### config.mk
export PLATFORM = sky130hd
export DESIGN_NAME = ac_controller_param
export DESIGN_NICKNAME = d
export VERILOG_FILES = /design/src/rtl/ac_controller_param.sv
export SDC_FILE = /design/constraint.sdc
export NUM_CORES = 1
export LEC_CHECK = 0
export CELL_PAD_IN_SITES_DETAIL_PLACEMENT = 0
export CELL_PAD_IN_SITES_GLOBAL_PLACEMENT = 1
export CORE_AREA = 4 4 41 43
export CTS_CLUSTER_DIAMETER = 40
export DETAILED_ROUTE_END_ITERATION = 7
export DIE_AREA = 0 0 45 47
export DONT_BUFFER_PORTS = 1
export GPL_TIMING_DRIVEN = 0
export PLACE_DENSITY_LB_ADDON = 0.1
export SETUP_SLACK_MARGIN = 0.2
export SLEW_MARGIN = 0
export SYNTH_ARGS = -nofsm -noshare
export SYNTH_HDL_FRONTEND = slang
export SYNTH_SLANG_ARGS = --single-unit
### constraint.sdc
create_clock -name clk -period 3.55 [get_ports clk]
set_input_delay 0.5325 -clock clk [delete_from_list [all_inputs] [get_ports clk]]
set_output_delay 0.5325 -clock clk [all_outputs]
set_load 0.01 [all_outputs]
### src/rtl/ac_controller_param.sv
// ---------------------------------------------------------------------------
// ac_controller_param
//   Single-zone thermostat with hysteresis: IDLE / HEATING / COOLING.
//   Thresholds and temperature width are parameters. An operating mode
//   restricts which drives may run. A minimum-dwell timer protects the
//   compressor by blocking back-to-back state changes.
//
// Ports
//   clk           in   system clock, rising edge
//   rst           in   synchronous reset, active-high
//   temperature   in   [WIDTH-1:0] unsigned temperature sample
//   temp_valid    in   sample qualifier; transitions only on valid samples
//   mode          in   [1:0] 00 OFF, 01 AUTO, 10 HEAT_ONLY, 11 COOL_ONLY
//   heating       out  heater drive (registered)
//   cooling       out  cooler drive (registered)
//   state         out  [1:0] 00 IDLE, 01 HEATING, 10 COOLING
//   dwell_active  out  high while the dwell counter is non-zero
// ---------------------------------------------------------------------------
module ac_controller_param #(
  parameter int WIDTH     = 5,
  parameter int HEAT_ON   = 18,
  parameter int HEAT_OFF  = 20,
  parameter int COOL_OFF  = 20,
  parameter int COOL_ON   = 22,
  parameter int MIN_DWELL = 4
) (
  input  logic             clk,
  input  logic             rst,
  input  logic [WIDTH-1:0] temperature,
  input  logic             temp_valid,
  input  logic [1:0]       mode,
  output logic             heating,
  output logic             cooling,
  output logic [1:0]       state,
  output logic             dwell_active
);

  typedef enum logic [1:0] {
    ST_IDLE = 2'b00,
    ST_HEAT = 2'b01,
    ST_COOL = 2'b10
  } state_e;

  typedef enum logic [1:0] {
    MODE_OFF       = 2'b00,
    MODE_AUTO      = 2'b01,
    MODE_HEAT_ONLY = 2'b10,
    MODE_COOL_ONLY = 2'b11
  } mode_e;

  // A counter that only ever holds MIN_DWELL-1 needs clog2(MIN_DWELL) bits;
  // keep at least one bit so MIN_DWELL=1 still elaborates (it just stays 0).
  localparam int CW = (MIN_DWELL > 1) ? $clog2(MIN_DWELL) : 1;

  localparam logic [CW-1:0]    DWELL_LOAD = CW'(MIN_DWELL - 1);
  localparam logic [WIDTH-1:0] HEAT_ON_T  = WIDTH'(HEAT_ON);
  localparam logic [WIDTH-1:0] HEAT_OFF_T = WIDTH'(HEAT_OFF);
  localparam logic [WIDTH-1:0] COOL_OFF_T = WIDTH'(COOL_OFF);
  localparam logic [WIDTH-1:0] COOL_ON_T  = WIDTH'(COOL_ON);

  state_e        state_q, state_d;
  logic [CW-1:0] dwell_q, dwell_d;
  logic          heating_q, heating_d;
  logic          cooling_q, cooling_d;
  logic          dwell_active_q, dwell_active_d;
  logic          heat_ok, cool_ok;

  always_comb begin
    // NOTE: every signal written here gets a default first, so no path
    // leaves one unassigned and no latch is inferred.
    state_d = state_q;
    dwell_d = dwell_q;
    heat_ok = (mode == MODE_AUTO) || (mode == MODE_HEAT_ONLY);
    cool_ok = (mode == MODE_AUTO) || (mode == MODE_COOL_ONLY);

    if (mode == MODE_OFF) begin
      // OFF bypasses both the sample qualifier and the dwell timer.
      state_d = ST_IDLE;
    end else if (temp_valid && (dwell_q == '0)) begin
      unique case (state_q)
        ST_IDLE: begin
          // Heating is checked first; legal thresholds keep the two apart.
          if (heat_ok && (temperature <= HEAT_ON_T))      state_d = ST_HEAT;
          else if (cool_ok && (temperature >= COOL_ON_T)) state_d = ST_COOL;
        end
        ST_HEAT: if (!heat_ok || (temperature >= HEAT_OFF_T)) state_d = ST_IDLE;
        ST_COOL: if (!cool_ok || (temperature <= COOL_OFF_T)) state_d = ST_IDLE;
        default: state_d = ST_IDLE;
      endcase
    end

    // Any change of state (forced OFF exits included) restarts the dwell.
    if (state_d != state_q)  dwell_d = DWELL_LOAD;
    else if (dwell_q != '0)  dwell_d = dwell_q - CW'(1);

    heating_d      = (state_d == ST_HEAT);
    cooling_d      = (state_d == ST_COOL);
    dwell_active_d = (dwell_d != '0);
  end

  // NOTE: sequential state uses non-blocking assignments so every flop
  // samples the pre-edge values regardless of statement order.
  always_ff @(posedge clk) begin
    if (rst) begin
      state_q        <= ST_IDLE;
      dwell_q        <= '0;
      heating_q      <= 1'b0;
      cooling_q      <= 1'b0;
      dwell_active_q <= 1'b0;
    end else begin
      state_q        <= state_d;
      dwell_q        <= dwell_d;
      heating_q      <= heating_d;
      cooling_q      <= cooling_d;
      dwell_active_q <= dwell_active_d;
    end
  end

  assign heating      = heating_q;
  assign cooling      = cooling_q;
  assign state        = state_q;
  assign dwell_active = dwell_active_q;

endmodule

; Word-level counts from Yosys, hierarchy flattened
; Index checks and enable logic that the tools add are counted.
[totals]
ramBits = 0
mem_bits_ro = 0
wordCells = 41
output_inout_bits = 5
input_bits = 10
reg_bits = 7
latch_bits = 0
memories = 0
[op_classes]
n_reduce_logical = 14
eq_ne = 8
shift = 0
mul = 0
n_div = 0
n_bitwise = 0
muxes = 9
addsub = 1
order_cmp = 4
[op_table]
columns = op, count
row1 = $mux 2, 8
row2 = $ge 5x5->1 const B, 2
row3 = $le 5x5->1 const B, 2
row4 = $eq 2x2->1 const B, 4
row5 = $eq 2x1->1 const B, 3
row6 = $logic_not 2->1, 3
row7 = $pmux 2 s3, 1
row8 = $logic_or 1x1->1, 4
row9 = $reduce_bool 2->1, 2
row10 = $logic_and 1x1->1, 3
row11 = $logic_not 1->1, 2
row12 = $ne 2x2->1, 1
row13 = $sub 2x1->2 const B, 1

; Logic depth before layout (Yosys ltp)
; Gate-level depths: netlist of run 1.
[logic_depth]
ltp_word = 11
depth_mapped = 6
depth_no_buf = 6

; Least setup slack after synthesis of run 1
; No wires, ideal clock.
[synth_path]
path_type = input -> register
start = in mode[0]
end = reg dwell_active_q (netlist: dwell_active)
setup_ps = 136
stages = 6
path_slack_ps = 1890
n_path_buf = 0
arrival_time_ps = 1524
path_cell_list = inv_1 > ha_1 > and2b_2 > nor2b_1 > o211ai_1 > o221ai_2
[synth_via]
elab_chain_cells = 11
elab_cells_between_ends = 22
[synth_rtl]
columns = element, line_no
row1 = "start, declared", 31  ; input logic [1:0] mode,
row2 = $eq 2x1->1 (tied with other cells), "73, 74"
row3 = "$logic_or 1x1->1, on equally long branches", "74, 73"
row4 = $logic_and 1x1->1 (tied with other cells), 84  ; else if (cool_ok && (temperature >= COOL_ON_T)) state_d = ST_COOL;
row5 = $mux 2 (tied with other cells), 84
row6 = "$mux 2, on equally long branches", "83, 86, 87"
row7 = $pmux 2 s3, 80  ; unique case (state_q)
row8 = $mux 2, 79  ; end else if (temp_valid && (dwell_q == '0)) begin
row9 = $mux 2 (*), 76  ; if (mode == MODE_OFF) begin
row10 = $ne 2x2->1 (*), 93  ; if (state_d != state_q) dwell_d = DWELL_LOAD;
row11 = $mux 2 (*), 93
row12 = $reduce_bool 2->1 (*), 98  ; dwell_active_d = (dwell_d != '0);
row13 = "end signal, assigned", 115  ; dwell_active_q <= dwell_active_d;
row14 = "end, declared", 65  ; logic dwell_active_q, dwell_active_d;
; Every way passes the cells marked *; elsewhere a longest branch is shown, timed or not.
; A chain may end at the register's enable or synchronous reset.

; Final worst setup path of run 1
[layout_path]
start = reg state_q[1] (netlist: state[1])
end = reg dwell_q[0]
[layout_via]
elab_chain_cells = 7
elab_cells_between_ends = 12
[layout_rtl]
columns = element, line_no
row1 = "start, declared", 61  ; state_e state_q, state_d;
row2 = "start signal, assigned", 111  ; state_q <= state_d;
row3 = $mux 2, 84
row4 = $mux 2, 83  ; if (heat_ok && (temperature <= HEAT_ON_T)) state_d = ST_HEAT;
row5 = $pmux 2 s3, 80
row6 = $mux 2, 79
row7 = $mux 2, 76
row8 = $ne 2x2->1 (*), 93
row9 = $mux 2 (*), 93
row10 = "end signal, assigned", 112  ; dwell_q <= dwell_d;
row11 = "end, declared", 62  ; logic [CW-1:0] dwell_q, dwell_d;
; Marks and branches as above.

==> results of run 1 <==
==> per-stage QoR <==
stage | total power [mW] | area (sq um) | utilization, % | setup slack (ns) | instances
final | 0.196 | 512 | 39.3 | 1.88 | 69
after global routing | 0.206 | 512 | 39.3 | 1.76 | 69
after CTS | 0.198 | 512 | 39.3 | 1.87 | 69
after detailed placement | 0.127 | 485 | 37.3 | 1.74 | 65
after global placement | 0.126 | 485 | 37.3 | 1.78 | 65
after floorplan | 0.120 | 467 | - | 1.89 | 50
==> metal layers <==
metal | share of wire, % | vias up | routed length, um
met5 | 0 | - | 0
met4 | 0 | 0 | 0
met3 | 8.3 | 0 | 81
met2 | 47 | 13 | 457
met1 | 45 | 176 | 434
li1 | - | 194 | -
==> registers in the layout, summed over array words and instances, names as in the netlist <==
register      flops
cooling           1
dwell_active      1
dwell_q           2
heating           1
state             2
==> logic make-up (layout without fill, tap and decap cells) <==
logic type | after synthesis | in the layout
mux | 1 | 1
compound gates | 17 | 17
simple gates | 18 | 18
buf+inv | 4 | 8
fa+ha+maj | 3 | 3
flops | 7 | 7
==> placed cells by master, fill, tap and decap left out <==
cell type,n
a2111oi_4,1
a211oi_1,3
a21oi_1,4
a21oi_2,1
and2b_2,1
and3b_1,1
clkbuf_1,1
clkbuf_4,3
dfxtp_1,7
ha_1,3
inv_1,4
mux2_4,1
nand2_1,3
nand2b_4,1
nand3_1,4
nand3b_1,1
nor2_1,1
nor2b_1,1
nor3b_1,1
o211a_1,1
o211ai_1,3
o21ai_0,2
o221ai_2,1
o31ai_1,1
or2_2,2
or3_1,1
or3b_2,1
==> power groups by stage <==
stage / Clock [mW] / Combinational (mW) / Sequential [mW]
detailed placement: 0 / 0.0350 / 0.0922
finish: 0.0702 / 0.0349 / 0.0907
CTS: 0.0721 / 0.0352 / 0.0907
floorplan: 0 / 0.0296 / 0.0908
global placement: 0 / 0.0341 / 0.0919
global route: 0.0750 / 0.0395 / 0.0915
==> cell type report <==
class                           instances  area (sq um)
Inverter                                4          15.0
Multi-Input combinational cell         39           312
Clock buffer                            4          26.3
Fill cell                             134           790
Tap cell                               15          18.8
Sequential cell                         7           140
==> worst max path at each step <==
| stage | start | end | slack [ns] | cells after the start |
|---|---|---|---|---|
| finish | state[1]$_SDFF_PP0_ | dwell_q[0]$_SDFF_PP0_ | 1.88 | 4 |
| global placement | mode[0] | dwell_active$_SDFF_PP0_ | 1.78 | 6 |
| CTS | state[1]$_SDFF_PP0_ | dwell_q[0]$_SDFF_PP0_ | 1.87 | 4 |
| global route | state[1]$_SDFF_PP0_ | dwell_q[0]$_SDFF_PP0_ | 1.76 | 4 |
| detailed placement | mode[0] | dwell_q[0]$_SDFF_PP0_ | 1.74 | 6 |
| floorplan | mode[0] | dwell_active$_SDFF_PP0_ | 1.89 | 6 |
==> summary.md, run 1 <==
| Metric | Value |
|---|---|
| Result of the run | complete, no violations |
| Count of unique library cells instantiated by Yosys | 25 |
| Worst supply voltage drop on vdd | 0.0911 mV |
| Period utilization | 47.0% |
| Clock latency on the worst-skew pair | 0.25 ns |
| Element type at the critical path start | register |
| Largest delay contributor family on the critical path | compound AO/OA/AOI/OAI gates |
| Final clock skew | 0.000310 ns |
| Critical Path Fanout Max | 7 |
| Number of gates given a new drive strength after cts | 0 |
| Busiest grt layer | met2 |
| Crit-path max cell delay | 0.51 ns |
| Share of synthesized cell area in full adder, half adder and majority cells | 8.04% |
| Min-Delay Startpoint | rst |
| Synthesized net count | 63 |
| Final routed wirelength across all metal layers | 972 um |
| Setup repair after global routing missed its margin | false |
| Top cells by instance count after synthesis | 7 x dfxtp_1, 4 x a21oi_1, 4 x inv_1, 4 x nand3_1 |
| Antenna violations before repair | 0 |
| Endpoint, Worst Hold | dwell_active$_SDFF_PP0_ |
| Achievable Freq | 0.600 GHz |
| Fraction of met1 tracks used by global routing | 12.1% |
| Share of power burned in the clock network | 35.9% |
| # IOs | 15 |
| Critical Path Slowest Stage Cell | dfxtp_1 |
| Data required, critical path | 3.71 ns |
| Cell area after synthesis | 467 sq um |
| Transition at the pin with the smallest max-transition slack | 0.536 ns |
| Worst hold path cell count | 1 |
| Mean routed wirelength per cell | 14.1 um |
| Die width | 45 um |
| Starting utilization of the core area | 35.9% |
| Net switching component of the power | 0.0518 mW |
| 1st-pass router iterations | 3 |
| Proportion of power drawn by combinational gates | 17.8% |
| Layout overhead on the synthesized area | 9.65% |
| Logic depth of the worst register-to-register path | 4 |
| Source of the worst register-to-register timing path | state[1]$_SDFF_PP0_ |
| Cts bufs inserted | 3 |
| Fraction of layout instances using a drive strength above 1 | 22.2% |
| Setup_tns | 0 ns |
| Clock Path Buffers | 2 |
| Clock tree from TritonCTS | built |
| Global-route wire length before repair | 1580 um |
| Cells taking the most area after synthesis | dfxtp_1 30%, ha_1 8.0%, a2111oi_4 5.9% |
| Placer's final routability congestion estimate | 0.795 |
| Worst setup EP type | register |
| Number of rows in the core area | 13 |
| Hpwl dp | 807 um |
| Mapped Cells | 50 |
| Vias in the first global route | 371 |
| Total of flip-flops plus latches after synthesis | 7 |
| Sequential share of power | 46.3% |
| GR Layer Usage met2 | 16.1% |
| Via count | 383 |
| Number of buffers inserted by hold repair at cts | 0 |
| Largest net degree at the start of global routing | 9 |
| Global router's overall resource usage | 10.5% |
| Count of endpoints failing hold in the final timing report | 0 |
| Mux cell area share after synthesis | 3.22% |
| Clk Tree Root Cell | clkbuf_4 |
| Largest area contributor in the netlist | dfxtp_1 |
| Synth Area in Compound Gates | 30.8% |
| Seq/Total Area, Yosys | 30.0% |
| Type of the setup path with the least slack | register to register |
| Yosys warns | 0 |
| Synth Area in XOR/XNOR | 0% |
| Shortest period the worst path allows | 1.67 ns |
| CTS sink cnt | 7 |
| Register-to-register setup slack | 1.88 ns |
| Portion of synthesized cell area occupied by the leading cell type | 30.0% |
| Area inside the core boundary | 0.00130 sq mm |
| Combinational family with the most area after synthesis | compound AO/OA/AOI/OAI gates |
| Number of buffer and inverter stages on the critical path | 0 |
| Endpoint of the worst-slack reg-to-reg timing path | dwell_q[0]$_SDFF_PP0_ |
| Worst endpoint data arrival time | 1.83 ns |
| Total power divided by cell area | 382 mW/mm^2 |
| Hold crit path type | primary input to register |
| Count of routing violations after the opening detailed-route iteration | 5 |
| Sw Ratio | 26.5% |
| H-tree depth | 1 |
| Count of flip-flops with a built-in enable after synthesis | 0 |
| Drt drc | 0 |
| Input/output buffers | 0 |
| Register clock-pin slew on the reported worst setup and hold paths | 0.05 ns |
| Floorplan die area | 0.00212 sq mm |
| Internal power component | 0.144 mW |
| Final setup viols | 0 |
| Number of buffers inserted by post-CTS setup repair | 0 |
| LEAKAGE | 0.190 nW |
| Number of nets with antenna violations after detailed routing | 0 |
| Dominant cell by count in the synthesized netlist | dfxtp_1 |
| Reported max-cap violation count | 0 |
| Met3 Use GR | 3.07% |
| Final net count | 68 |
| Chip height | 47 um |
| Main synth FF type | dfxtp_1 |
| Async S/R FF share, synth | 0% |
| Post-Syn Area per Cell | 9.33 sq um |
| Max-Slew Margin vs Limit | 64.2% |
| Fin Hold WS | 0.414 ns |
| Cell breakdown of the critical path | nand3_1 -> a2111oi_4 -> mux2_4 -> o211ai_1 |
| Slew Limit Fails | 0 |
| Fraction of the mapped netlist area in simple logic gates | 24.7% |
| Diodes inserted | 0 |
| Vias per Instance | 5.55 |
| Overall overflow remaining after global route | 0 |
(Power assumes the default switching activity.)
==> run 2, diff against run 1 <==
clock period = 1.4 ns   (was 3.55 ns; I/O delays follow)
==> summary.md, run 2 (synthesized netlist as in run 1, its figures left out) <==
| Metric | Value |
|---|---|
| Global router's overall resource usage | 11.6% (+1.0 points) |
| Critical Path Fanout Max | 7 (unchanged) |
| # IOs | 15 (unchanged) |
| Layout overhead on the synthesized area | 18.8% |
| Mean routed wirelength per cell | 15.0 um (+6.5%) |
| Clock tree from TritonCTS | built |
| Worst hold path cell count | 1 (unchanged) |
| CTS sink cnt | 7 (unchanged) |
| Slew Limit Fails | 0 (unchanged) |
| Area inside the core boundary | 0.00130 sq mm (unchanged) |
| Transition at the pin with the smallest max-transition slack | 0.377 ns (-0.159 ns) |
| Source of the worst register-to-register timing path | state[1]$_SDFF_PP0_ |
| Final routed wirelength across all metal layers | 1040 um (+6.5%) |
| Largest net degree at the start of global routing | 9 (unchanged) |
| Input/output buffers | 0 (unchanged) |
| Via count | 390 (+1.8%) |
| Overall overflow remaining after global route | 0 (unchanged) |
| Max-Slew Margin vs Limit | 74.6% (+10 points) |
| Leading cell type in the layout, fill and taps excluded | dfxtp_1 |
| Number of nets with antenna violations after detailed routing | 0 (unchanged) |
| Shortest period the worst path allows | 1.44 ns (-0.228 ns) |
| Reported max-cap violation count | 0 (unchanged) |
| Violations in the final reports | negative setup slack |
| Result of the run | finished, violations left |
| Global-route wire length before repair | 1640 um (+3.5%) |
| Element type at the critical path start | register |
| Count of endpoints failing hold in the final timing report | 0 (unchanged) |
| Data required, critical path | 1.57 ns (-2.14 ns) |
| 1st-pass router iterations | 4 (+1) |
| Vias per Instance | 5.65 (+1.8%) |
| Worst setup EP type | register |
| Count of routing violations after the opening detailed-route iteration | 3 (-2) |
| Die width | 45 um (unchanged) |
| Type of the setup path with the least slack | register to register |
| Period utilization | 103% (+56 points) |
| Worst endpoint data arrival time | 1.61 ns (-0.22 ns) |
| Starting utilization of the core area | 35.9% (unchanged) |
| Floorplan die area | 0.00212 sq mm (unchanged) |
| PnR worst setup slack | -0.0392 ns (-1.92 ns) |
| Endpoint of the worst-slack reg-to-reg timing path | dwell_q[0]$_SDFF_PP0_ |
| Diodes inserted | 0 (unchanged) |
| Multi-input gate area | 347 sq um (+11%) |
| Total power draw | 0.507 mW (+160%) |
| Commonest non-fill, non-tap cells in the layout | 5 x dfxtp_1, 4 x a21oi_1 |
| Min-Delay Startpoint | rst |
| Fillers | 145 (+8.2%) |
| Achievable Freq | 0.695 GHz (+16%) |
| Hold crit path type | primary input to register |
| Area occupied by registers | 148 sq um (+5.4%) |
| Post-Place Worst Slack | -0.0398 ns (-1.78 ns) |
| Antenna violations before repair | 0 (unchanged) |
| Chip height | 47 um (unchanged) |
| Total power divided by cell area | 915 mW/mm^2 (+140%) |
| H-tree depth | 1 (unchanged) |
| Number of buffers inserted by hold repair at cts | 0 (unchanged) |
| Drt drc | 0 (unchanged) |
| Logic depth of the worst register-to-register path | 4 (unchanged) |
| Setup repair after global routing missed its margin | true |
| Register clock-pin slew on the reported worst setup and hold paths | 0.05 ns (about the same) |
| Final net count | 68 (unchanged) |
| Clock Path Buffers | 2 (unchanged) |
| Endpoint, Worst Hold | dwell_active$_SDFF_PP0_ |
| Placer's final routability congestion estimate | 0.777 (-2.2%) |
| Vias in the first global route | 385 (+3.8%) |
| Worst supply voltage drop on vdd | 0.266 mV (+190%) |
| Register-to-register setup slack | -0.04 ns (-1.92 ns) |
| Final clock skew | 0.00507 ns (+0.00476 ns) |
| Final setup viols | 2 (+2) |
| Number of rows in the core area | 13 (unchanged) |
| Fraction of layout instances using a drive strength above 1 | 37.0% (+15 points) |
| Clk Tree Root Cell | clkbuf_4 |
| LEAKAGE | 0.193 nW (+2.1%) |
| Cts bufs inserted | 3 (unchanged) |
| Clock latency on the worst-skew pair | 0.25 ns (about the same) |
[run 2: area by class of cell]
cell class                      count  area share (%)
Tap cell                           15            3.39
Multi-Input combinational cell     39            62.5
Inverter                            4            2.71
Clock buffer                        4            4.74
Sequential cell                     7            26.6
[run 2: worst max-delay path by stage]
stage | startpoint | endpoint | slack (ns) | cells after the start
global route | state[1]$_SDFF_PP0_ | dwell_q[1]$_SDFF_PP0_ | -0.12 | 4
global placement | state[1]$_SDFF_PP0_ | dwell_q[1]$_SDFF_PP0_ | 0.03 | 4
detailed placement | dwell_q[1]$_SDFF_PP0_ | dwell_q[0]$_SDFF_PP0_ | -0.04 | 4
CTS | state[1]$_SDFF_PP0_ | dwell_q[0]$_SDFF_PP0_ | -0.04 | 4
finish | state[1]$_SDFF_PP0_ | dwell_q[0]$_SDFF_PP0_ | -0.04 | 4
floorplan | state[1]$_SDFF_PP0_ | dwell_q[0]$_SDFF_PP0_ | 0.09 | 4
[run 2: through the flow]
stage / hold WS, ns / setup TNS, ns / utilization (%) / cells / cell area (sq um)
after floorplan: 0.337 / 0 / - / 50 / 497
after global placement: 0.344 / 0 / 39.6 / 65 / 515
after detailed placement: 0.349 / -0.0777 / 39.6 / 65 / 515
after CTS: 0.0794 / -0.0784 / 42.6 / 69 / 554
after global routing: 0.0929 / -0.301 / 42.6 / 69 / 554
final: 0.0867 / -0.0598 / 42.6 / 69 / 554
[run 2: what timing repair did]
| item | 4_1_cts | 5_1_grt |
|---|---|---|
| buffers inserted | 0 | 0 |
| setup endpoints to repair | 6 | 5 |
| resized for setup | 3 | 0 |
| pin swaps | 0 | 1 |
[run 2: critical path, stage by stage (launching register included)]
cell       delay, ns
dfxtp_4         0.41
nand3_4         0.09
a2111oi_4       0.33
mux2_4          0.35
o211ai_1        0.18
[run 2: layer usage]
| metal | track usage [%] | vias up | share of wire (%) |
|---|---|---|---|
| li1 | - | 196 | - |
| met1 | 11.6 | 167 | 41 |
| met2 | 17.2 | 21 | 42 |
| met3 | 3.83 | 6 | 11 |
| met4 | 14.0 | 0 | 5.9 |
| met5 | 0 | - | 0 |
[run 2: report_power, final]
part / switching [mW] / internal (mW)
Clock: 0.0733 / 0.109
Sequential: 0.0173 / 0.212
Combinational: 0.0484 / 0.0479
==> variant (flow settings as in run 1) <==
Change the parameter `WIDTH` from 5 to 7.
--- a/src/rtl/ac_controller_param.sv
+++ b/src/rtl/ac_controller_param.sv
@@ -18,5 +18,5 @@
 // ---------------------------------------------------------------------------
 module ac_controller_param #(
-  parameter int WIDTH     = 5,
+  parameter int WIDTH     = 7,
   parameter int HEAT_ON   = 18,
   parameter int HEAT_OFF  = 20,
Ports: changed (resized temperature); port bits go from 15 to 17. No check against the original RTL was run, so the function may have changed too.
==> variant against run 1 <==
  * Clock skew increased by 1.0 ps
  * Wire length decreased by 1.1%
  * Synthesized area increased by 2.4%
  * Cell count increased by 4.3%
  * Sequential power increased by 2.6%
  * Sequential cell count unchanged
  * Setup slack improved by 130 ps
  * Count of clock-buffer cells in the layout unchanged
  * Sequential share of layout area decreased by 0.59 points
  * Design area increased by 2.2%
  * Highest routed layer unchanged
  * Total power increased by 4.5%
  * Register-to-register slack improved by 290 ps
  * Clock power decreased by 0.6%
==> variant: results (changes against run 1) <==
The number of nets at the end of the flow was 73 (was 68). Top cells by area in the synthesized netlist: sky130_fd_sc_hd__dfxtp_1, sky130_fd_sc_hd__ha_1, sky130_fd_sc_hd__nand2_1 (was sky130_fd_sc_hd__dfxtp_1, sky130_fd_sc_hd__ha_1, sky130_fd_sc_hd__a2111oi_4). The share of layout cells above drive strength 1 is 22.81% (was 22.22%), and the count of vias placed by the detailed router is 380 (was 383). The wire length the detailed router placed on met1 came out at 435 um (was 434 um).

The tools report the worst clock skew as 1.336 ps (was 0.3098 ps). The fraction of the mapped netlist area in compound gates was 24.61% (was 30.83%); the wire length on met2 was 454 um (was 457 um). The cell with the biggest individual delay on the critical path is sky130_fd_sc_hd__ha_1 (was sky130_fd_sc_hd__dfxtp_1). The pin count of the biggest net entering global routing was 8 (was 9). The combined global-route utilization of all metal layers was 10.37% (was 10.52%).

For the critical path arrival, the log shows 1700 ps (was 1830 ps). For the initial DRC count, the log shows 6 (was 5). The class of the most critical setup path was in2reg (was reg2reg).

Total of fill cells in the finished design: 137 (was 134). For the number of iterations in the first detailed-routing pass, the log shows 2 (was 3). The longest individual stage delay on the worst path is 300 ps (was 510 ps), and the number of global-route vias before repair is 365 (was 371). The time the final worst path needs with I/O delays and setup is 1535 ps (was 1667 ps). The area share of fa/ha/maj cells after synthesis works out to 7.853% (was 8.043%). For the share of the yosys chip area belonging to registers, the log shows 29.32% (was 30.03%).

The flow ran to the end, and the final reports show no timing, DRC or antenna violations. The run gives 68 (was 63) as the net count after synthesis. The highest fanout seen on the critical path was 3 (was 7); the worst vdd rail ir drop was 0.2200 mV (was 0.09107 mV).

The leakage power summed over all cells was 0.1977 nW (was 0.1895 nW). Average wire length per cell after detail routing: 13.35 um (was 14.09 um).
-- variant: changes by cell type after synthesis, sizes merged, moves of 3 or more --
cell    before  now
nor2         1    5
nand2        3    8
a31oi        0    4
o211ai       3    0
a21oi        5    0
-- variant: cell type report --
type	instances	area (um2)	share of cell area (%)
sequential	7	140.1	26.79
clock buffer	4	26.28	5.024
inverter	3	11.26	2.153
multi-input combinational	42	315.3	60.29
buffer	1	11.26	2.153
tap	15	18.77	3.589
-- variant: final timing paths --
path	endpoint	from	slack, ps	depth (start not counted)
worst max-delay path	dwell_q[0]$_SDFF_PP0_	mode[1]	2010	6
worst min-delay path	dwell_q[1]$_SDFF_PP0_	rst	350	1
worst max register to register	dwell_q[0]$_SDFF_PP0_	state[1]$_SDFF_PP0_	2170	4
worst min register to register	dwell_active$_SDFF_PP0_	dwell_q[1]$_SDFF_PP0_	500	2
-- variant: metal layers --
metal,up-vias,GRT usage (%)
li1,201,-
met1,167,11.67
met2,12,17.23
met3,0,4.981
met4,0,3.509
met5,-,0
-- variant: worst register-to-register path: cells and delay by family, from the launching register on --
family | cells | cell delay [ps]
AO/OA/AOI/OAI | 2 | 420
flip-flops | 1 | 410
AND/OR/NAND/NOR | 2 | 470
-- variant: power groups by stage --
stage                     logic [mW]  registers, mW  clock network (mW)
after detailed placement      0.0417         0.0951                   0
after global placement        0.0410         0.0948                   0
after global routing          0.0469         0.0940              0.0760
after CTS                     0.0420         0.0936              0.0719
after floorplan               0.0360         0.0931                   0
final                         0.0417         0.0931              0.0698
-- variant: per-stage QoR --
stage | power [mW] | worst slack [ps] | std cells | instance area, um2 | utilization [%]
after floorplan | 0.1291 | 1905 | 53 | 478.0 | -
after global placement | 0.1358 | 1812 | 68 | 496.7 | 38.17
after detailed placement | 0.1368 | 1759 | 68 | 496.7 | 38.17
after CTS | 0.2075 | 2010 | 72 | 523.0 | 40.19
after global routing | 0.2169 | 1895 | 72 | 523.0 | 40.19
final | 0.2045 | 2015 | 72 | 523.0 | 40.19
-- variant: logic make-up after synthesis --
kind of cell,after synthesis
DFF,7
AOI/OAI and AO/OA,13
adders and majority gates,3
and+or+nand+nor,26
buffers and inverters,4
